===== config.mk =====
export PLATFORM = sky130hd
export DESIGN_NAME = pipe_chain
export DESIGN_NICKNAME = d
export VERILOG_FILES = /design/src/rtl/pipe_chain.sv
export SDC_FILE = /design/constraint.sdc
export NUM_CORES = 1
export LEC_CHECK = 0
export CORE_ASPECT_RATIO = 1.2
export CORE_MARGIN = 4
export CORE_UTILIZATION = 55
export CTS_CLUSTER_DIAMETER = 40
export CTS_CLUSTER_SIZE = 14
export DETAILED_ROUTE_END_ITERATION = 12
export PLACE_DENSITY = 0.81
export SYNTH_ARGS = -nofsm -noshare
export SYNTH_HDL_FRONTEND = slang
export SYNTH_SLANG_ARGS = --single-unit

===== constraint.sdc =====
create_clock -name clk_i -period 6.13 [get_ports clk_i]
set_input_delay 0.9195 -clock clk_i [delete_from_list [all_inputs] [get_ports clk_i]]
set_output_delay 0.9195 -clock clk_i [all_outputs]
set_load 0.005 [all_outputs]

===== src/rtl/pipe_chain.sv =====
`default_nettype none
// ============================================================================
// Module   : pipe_chain
// Purpose  : Parametrised N-stage valid/allowin pipeline register chain.
//            Each stage holds one payload and has its own ready_go hold.
//            Bubbles collapse, so a held stage back-pressures only the
//            stages behind it. A synchronous flush clears every valid bit.
//            Occupancy is reported as a popcount of the per-stage valids.
// Revision : 1.0 - initial release
// ----------------------------------------------------------------------------
// Parameters
//   WIDTH              payload width in bits (>=1)
//   DEPTH              number of register stages (>=1)
// Ports
//   clk_i              clock, rising edge
//   reset_i            asynchronous active-high reset
//   in_valid_i         upstream payload valid
//   in_data_i          upstream payload
//   in_allowin_o       chain accepts in_data_i this cycle
//   stage_ready_go_i   bit i: stage i may pass its payload on
//   flush_i            synchronous kill of every in-flight payload
//   out_valid_o        last stage presents a finished payload
//   out_data_o         payload of stage DEPTH-1
//   out_allowin_i      downstream accepts out_data_o
//   stage_valid_o      per-stage valid bits
//   occupancy_o        number of valid stages
//   stall_cycles_o     edges with out_valid_o && !out_allowin_i
//                      (only with PIPE_CHAIN_PERF_EN defined)
// Build option
//   PIPE_CHAIN_PERF_EN adds the stall_cycles_o counter and port
// ============================================================================
module pipe_chain #(
   parameter int WIDTH = 32,
   parameter int DEPTH = 4
) (
   input  logic                         clk_i,
   input  logic                         reset_i,
   input  logic                         in_valid_i,
   input  logic [WIDTH-1:0]             in_data_i,
   output logic                         in_allowin_o,
   input  logic [DEPTH-1:0]             stage_ready_go_i,
   input  logic                         flush_i,
   output logic                         out_valid_o,
   output logic [WIDTH-1:0]             out_data_o,
   input  logic                         out_allowin_i,
   output logic [DEPTH-1:0]             stage_valid_o,
   output logic [$clog2(DEPTH+1)-1:0]   occupancy_o
`ifdef PIPE_CHAIN_PERF_EN
   ,
   output logic [31:0]                  stall_cycles_o
`endif
);

   localparam int OCC_W = $clog2(DEPTH+1);

   logic [DEPTH-1:0] valid_q;
   logic [DEPTH-1:0] valid_d;
   logic [WIDTH-1:0] data_q [DEPTH];
   logic [WIDTH-1:0] data_d [DEPTH];

   logic [DEPTH-1:0] allowin;
   logic [DEPTH-1:0] to_next;
   logic [DEPTH-1:0] up_valid;
   logic [WIDTH-1:0] up_data [DEPTH];

   // Allowin ripples from the output back towards the input. A local
   // running value keeps the chain acyclic inside one process.
   always_comb begin : p_allowin
      logic downstream;
      downstream = out_allowin_i;
      allowin    = '0;
      for (int i = DEPTH - 1; i >= 0; i--) begin
         downstream = !valid_q[i] || (stage_ready_go_i[i] && downstream);
         allowin[i] = downstream;
      end
   end

   assign to_next = valid_q & stage_ready_go_i;

   // What each stage sees from its upstream neighbour.
   for (genvar i = 0; i < DEPTH; i++) begin : g_stage
      if (i == 0) begin : g_head
         assign up_valid[i] = in_valid_i;
         assign up_data[i]  = in_data_i;
      end else begin : g_body
         assign up_valid[i] = to_next[i-1];
         assign up_data[i]  = data_q[i-1];
      end
   end

   // Data is loaded regardless of flush: with valid cleared the stale
   // payload is invisible, so flush only needs to touch the valid bits.
   always_comb begin : p_next
      valid_d = valid_q;
      for (int i = 0; i < DEPTH; i++) begin
         data_d[i] = data_q[i];
      end
      for (int i = 0; i < DEPTH; i++) begin
         if (allowin[i] && up_valid[i]) begin
            data_d[i] = up_data[i];
         end
         if (flush_i) begin
            valid_d[i] = 1'b0;
         end else if (allowin[i]) begin
            valid_d[i] = up_valid[i];
         end
      end
   end

   always_ff @(posedge clk_i or posedge reset_i) begin : p_regs
      if (reset_i) begin
         valid_q <= '0;
         for (int i = 0; i < DEPTH; i++) begin
            data_q[i] <= '0;
         end
      end else begin
         valid_q <= valid_d;
         for (int i = 0; i < DEPTH; i++) begin
            data_q[i] <= data_d[i];
         end
      end
   end

   assign in_allowin_o  = allowin[0];
   assign out_valid_o   = to_next[DEPTH-1];
   assign out_data_o    = data_q[DEPTH-1];
   assign stage_valid_o = valid_q;

   always_comb begin : p_occupancy
      occupancy_o = '0;
      for (int i = 0; i < DEPTH; i++) begin
         occupancy_o = occupancy_o + OCC_W'(valid_q[i]);
      end
   end

`ifdef PIPE_CHAIN_PERF_EN
   logic [31:0] stall_q;
   logic [31:0] stall_d;

   // Counts wrap naturally at 2^32; flush leaves the count alone.
   assign stall_d = (out_valid_o && !out_allowin_i) ? stall_q + 32'd1 : stall_q;

   always_ff @(posedge clk_i or posedge reset_i) begin : p_stall
      if (reset_i) begin
         stall_q <= '0;
      end else begin
         stall_q <= stall_d;
      end
   end

   assign stall_cycles_o = stall_q;
`endif

endmodule
`default_nettype wire


Word-level counts from Yosys, hierarchy flattened
Cells that the tools add are included.
{ "classes": {"eq_ne": 0, "bitwise_logic": 1, "shifts": 0, "multipliers": 0, "reduce_logical": 20, "magnitude_cmp": 0, "div": 0, "addsub": 3, "n_mux": 8} }
{ "ops": {"columns": ["cell", "n"], "rows": [
  ["$logic_and 1x1->1", 8],
  ["$mux 1", 8],
  ["$reduce_bool 2->1", 4],
  ["$and 4x4->4", 1],
  ["$logic_not 1->1", 4],
  ["$logic_or 1x1->1", 4],
  ["$add 2x1->3", 1],
  ["$add 3x1->3", 1],
  ["$add 1x1->2", 1]
]} }
{ "totals": {"mem_bits_ro": 0, "reg_bits": 132, "latchBits": 0, "mem_bits_rw": 0, "out_inout_bits": 41, "memories": 0, "wordCells": 40} }

Logic depth before layout (Yosys ltp)
{ "logic_depth": {"depth_word": 10, "mapped_depth": 5} }

Least setup slack after synthesis
Ideal clock, no wire load.
{ "synth_path": {"path_kind": "reg-to-output", "startpoint": "register valid_q[1] (netlist: stage_valid_o[1])", "endpoint": "output port occupancy_o[1]", "arrival_time_ns": 1.473, "stages_incl_launch_ff": 6, "setup_slack_ns": 3.737, "t_required_ns": 5.210, "n_path_buf": 0, "cell_sequence": "dfrtp_1 > inv_1 > fa_1 > inv_1 > ha_1 > ha_1"} }
{ "synth_via": {"elab_chain_len": 3} }
{ "synth_lines": {"columns": ["item", "line", "source"], "rows": [
  ["from (decl)", "56", "logic [DEPTH-1:0] valid_q;"],
  ["from (signal assigned)", "117", "valid_q <= valid_d;"],
  ["$add 1x1->2", "132", "occupancy_o = occupancy_o + OCC_W'(valid_q[i]);"],
  ["$add 2x1->3", "132", null],
  ["$add 3x1->3", "132", null],
  ["to (decl)", "47", "output logic [$clog2(DEPTH+1)-1:0] occupancy_o"]
]} }
No other way between the ends.

Worst setup path after layout
Ends and elaborated chain as after synthesis.

==> key figures <==
Global routing
  – Met2 Use GR: 29.6%
  – Largest net degree at the start of global routing: 133
  – Total gr overflow: 0
  – M1 GR Usage: 20.6%
  – First-pass GRT wire length: 15.0 mm
  – Gr busiest metal: met2
  – Total GRT Usage: 17.3%
  – Antenna violations before repair: 0
  – Global Route met3 Usage: 5.96%
  – Vias in the first global route: 3042

Floorplanning
  – Initial core utilization: 57.4%
  – Die Wd: 97.6 um
  – Die Y: 116 um
  – DIE AREA: 0.0113 mm^2
  – # rows: 38
  – Core ar.: 0.00922 mm^2
  – Top Ports: 82

STA
  – Final setup fails: 0
  – Worst slew margin: 25.2%
  – Final worst slack: 2.61 ns
  – Fmax: 284 MHz
  – Setup TNS: 0 ns
  – Smallest hold slack: 0.478 ns
  – Skew final: 0.00571 ns
  – Final hold vios: 0
  – RSZ-0062 raised after global routing: no
  – Final min period: 3.52 ns
  – Worst-margin pin slew: 1.12 ns
  – Tcrit/Tclk final: 57.4%
  – Final Max Slew Viols: 0

Final layout
  – Seq. cell area: 0.00330 mm^2
  – Layout fillers: 645
  – Nets: 440
  – ANT cells: 0
  – Area growth syn-to-layout: 23.7%
  – Area of the multi-input gates: 0.00165 mm^2
  – Layout cells sized above 1: 30.1%

Synthesis
  – Syn_area_per_cell: 15.7 um^2
  – Post-synth top area share: 62.4%
  – Post-synth EDFFs: 0
  – Syn Inst Count: 338
  – Mapped cell area: 0.00530 mm^2
  – Synth Flop Type: dfrtp_1
  – Synth top area cells: dfrtp_1 (62%), mux2_2 (18%), mux2_1 (9.6%)
  – FFs w/ async S/R, synth: 100%
  – Yosys cell types: 21
  – Sequential-to-total area share from yosys stat: 62.4%
  – Synthesis-stage register bit count: 132
  – Commonest cells in the netlist: dfrtp_1 (132), mux2_2 (83), mux2_1 (45)
  – Yosys top cell by area: dfrtp_1
  – Most frequent cell after synthesis: dfrtp_1
  – Syn. warnings: 0
  – Syn nets: 382

Critical path
  – Worst EP required: 5.21 ns
  – R2r setup slk: 3.84 ns
  – Worst Path Arrival: 2.60 ns
  – Critical Path Source Type: flop
  – Crit Path Class: reg -> out
  – Crit path max fanout: 6
  – Crit end category: output port

Placed design
  – Worst slack at placement: 2.79 ns
  – Post-DP HPWL: 5.59 mm
  – # port buffers: 81
  – Final GP Congestion: 0.755

Power
  – Internal: 2030 uW
  – VDD IR max: 0.243 mV
  – Switching pwr: 602 uW
  – Combinational power share: 15.8%
  – Flop pwr share: 46.8%
  – Static Leak: 0.00289 uW
  – Clock network fraction of total power: 37.4%
  – Sw Share: 22.8%
  – Power Dens Cells: 402 mW/mm^2

Clocking
  – Cts-stage hold buffer count: 0
  – CTS max path bufs: 2
  – TritonCTS clock tree: built
  – H-Tree Depth: 4
  – Post-CTS resize count: 0
  – Root Buffer: clkbuf_8
  – Post-CTS Setup Bufs: 0
  – Register clock-pin slew on the reported worst setup and hold paths: 0.06 ns
  – Later-pin clock latency in the skew report: 0.51 ns
  – Num CTS Buffers: 17
  – CTS Sinks: 132

Job
  – Max-cap violation count: 0

Run status
  – Status: complete, no violations

Routing
  – Vias per inst: 5.18
  – DRT antenna net count: 0
  – Drt drc: 0
  – DR WL/cell: 16.6 um
  – Pre-antenna DRT Iters: 4
  – Detailed Route WL: 8.78 mm
  – Initial DRC count: 92
  – Routed vias: 2741

Hold path
  – Worst min path class: reg -> reg
-- registers in the layout, indices dropped and copies added, names as in the netlist --
name           flops
data_q            96
out_data_o        32
stage_valid_o      4
-- per-layer routing --
metal	up-vias	part of all wire, %
met1	1416	42
met5	-	0
met4	0	0.56
met2	56	53
li1	1265	-
met3	4	4.4
-- power groups by stage --
stage	clock, uW	sequential (uW)	combinational (uW)
3_5_place_dp	0	1250	424
6_report	985	1230	416
4_1_cts	1010	1240	427
5_1_grt	1060	1270	458
2_1_floorplan	0	1200	327
3_3_place_gp	0	1230	406
-- path summary, 6_finish.rpt --
path | start | to | cells past startpoint
worst max register to register | stage_valid_o[3] | data_q[56] | 4
min in group asynchronous | reset_i | out_data_o[9] | 2
worst min register to register | data_q[118] | data_q[118] | 1
worst min-delay path | data_q[118] | data_q[118] | 1
worst max-delay path | stage_valid_o[1] | occupancy_o[1] | 6
max in group asynchronous | reset_i | data_q[127] | 2
-- stage by stage --
stage	instance area (um^2)	power, uW	instances	util (%)
detailed placement	5960	1670	497	64.7
global route	6560	2780	529	71.1
global placement	5960	1640	497	64.7
finish	6560	2640	529	71.1
CTS	6560	2670	529	71.1
floorplan	5300	1530	338	-
-- critical path, cell delays in order (launching register included) --
cell	delay, ns
dfrtp_1	0.48
inv_1	0.12
fa_1	0.51
inv_1	0.04
ha_1	0.17
ha_1	0.27
clkdlybuf4s50_1	0.50
-- cell type report --
| class | instances | share of cell area [%] |
|---|---|---|
| timing repair buffer | 83 | 12.6 |
| clock inverter | 13 | 2.42 |
| tap | 120 | 2.29 |
| inverter | 8 | 0.534 |
| multi-input combinational | 154 | 25.2 |
| sequential | 132 | 50.4 |
| clock buffer | 19 | 6.59 |
-- kinds of logic after synthesis --
kind of cell / after synthesis / share of synthesized area [%]
buffers and inverters: 52 / 6.87
adder cells (fa/ha/maj): 3 / 0.850
AND/OR/NAND/NOR: 12 / 1.02
AO/OA/AOI/OAI: 11 / 1.70
multiplexers: 128 / 27.2
flip-flops: 132 / 62.4
-- cell usage in the layout, fill, tap and decap left out, types with 2 or more instances in the layout --
cell and instances:
bufinv_16 3, nand2_1 6, clkbuf_16 16, a21oi_4 2, a21oi_1 5, clkinv_2 4, clkinv_4 3, clkdlybuf4s50_1 81
mux2_1 45, ha_1 2, mux2_2 83, inv_1 7, and2_1 2, dfrtp_1 132, clkbuf_8 2, clkinvlp_4 3
buf_4 2
Power figures use the tool's default switching activity.
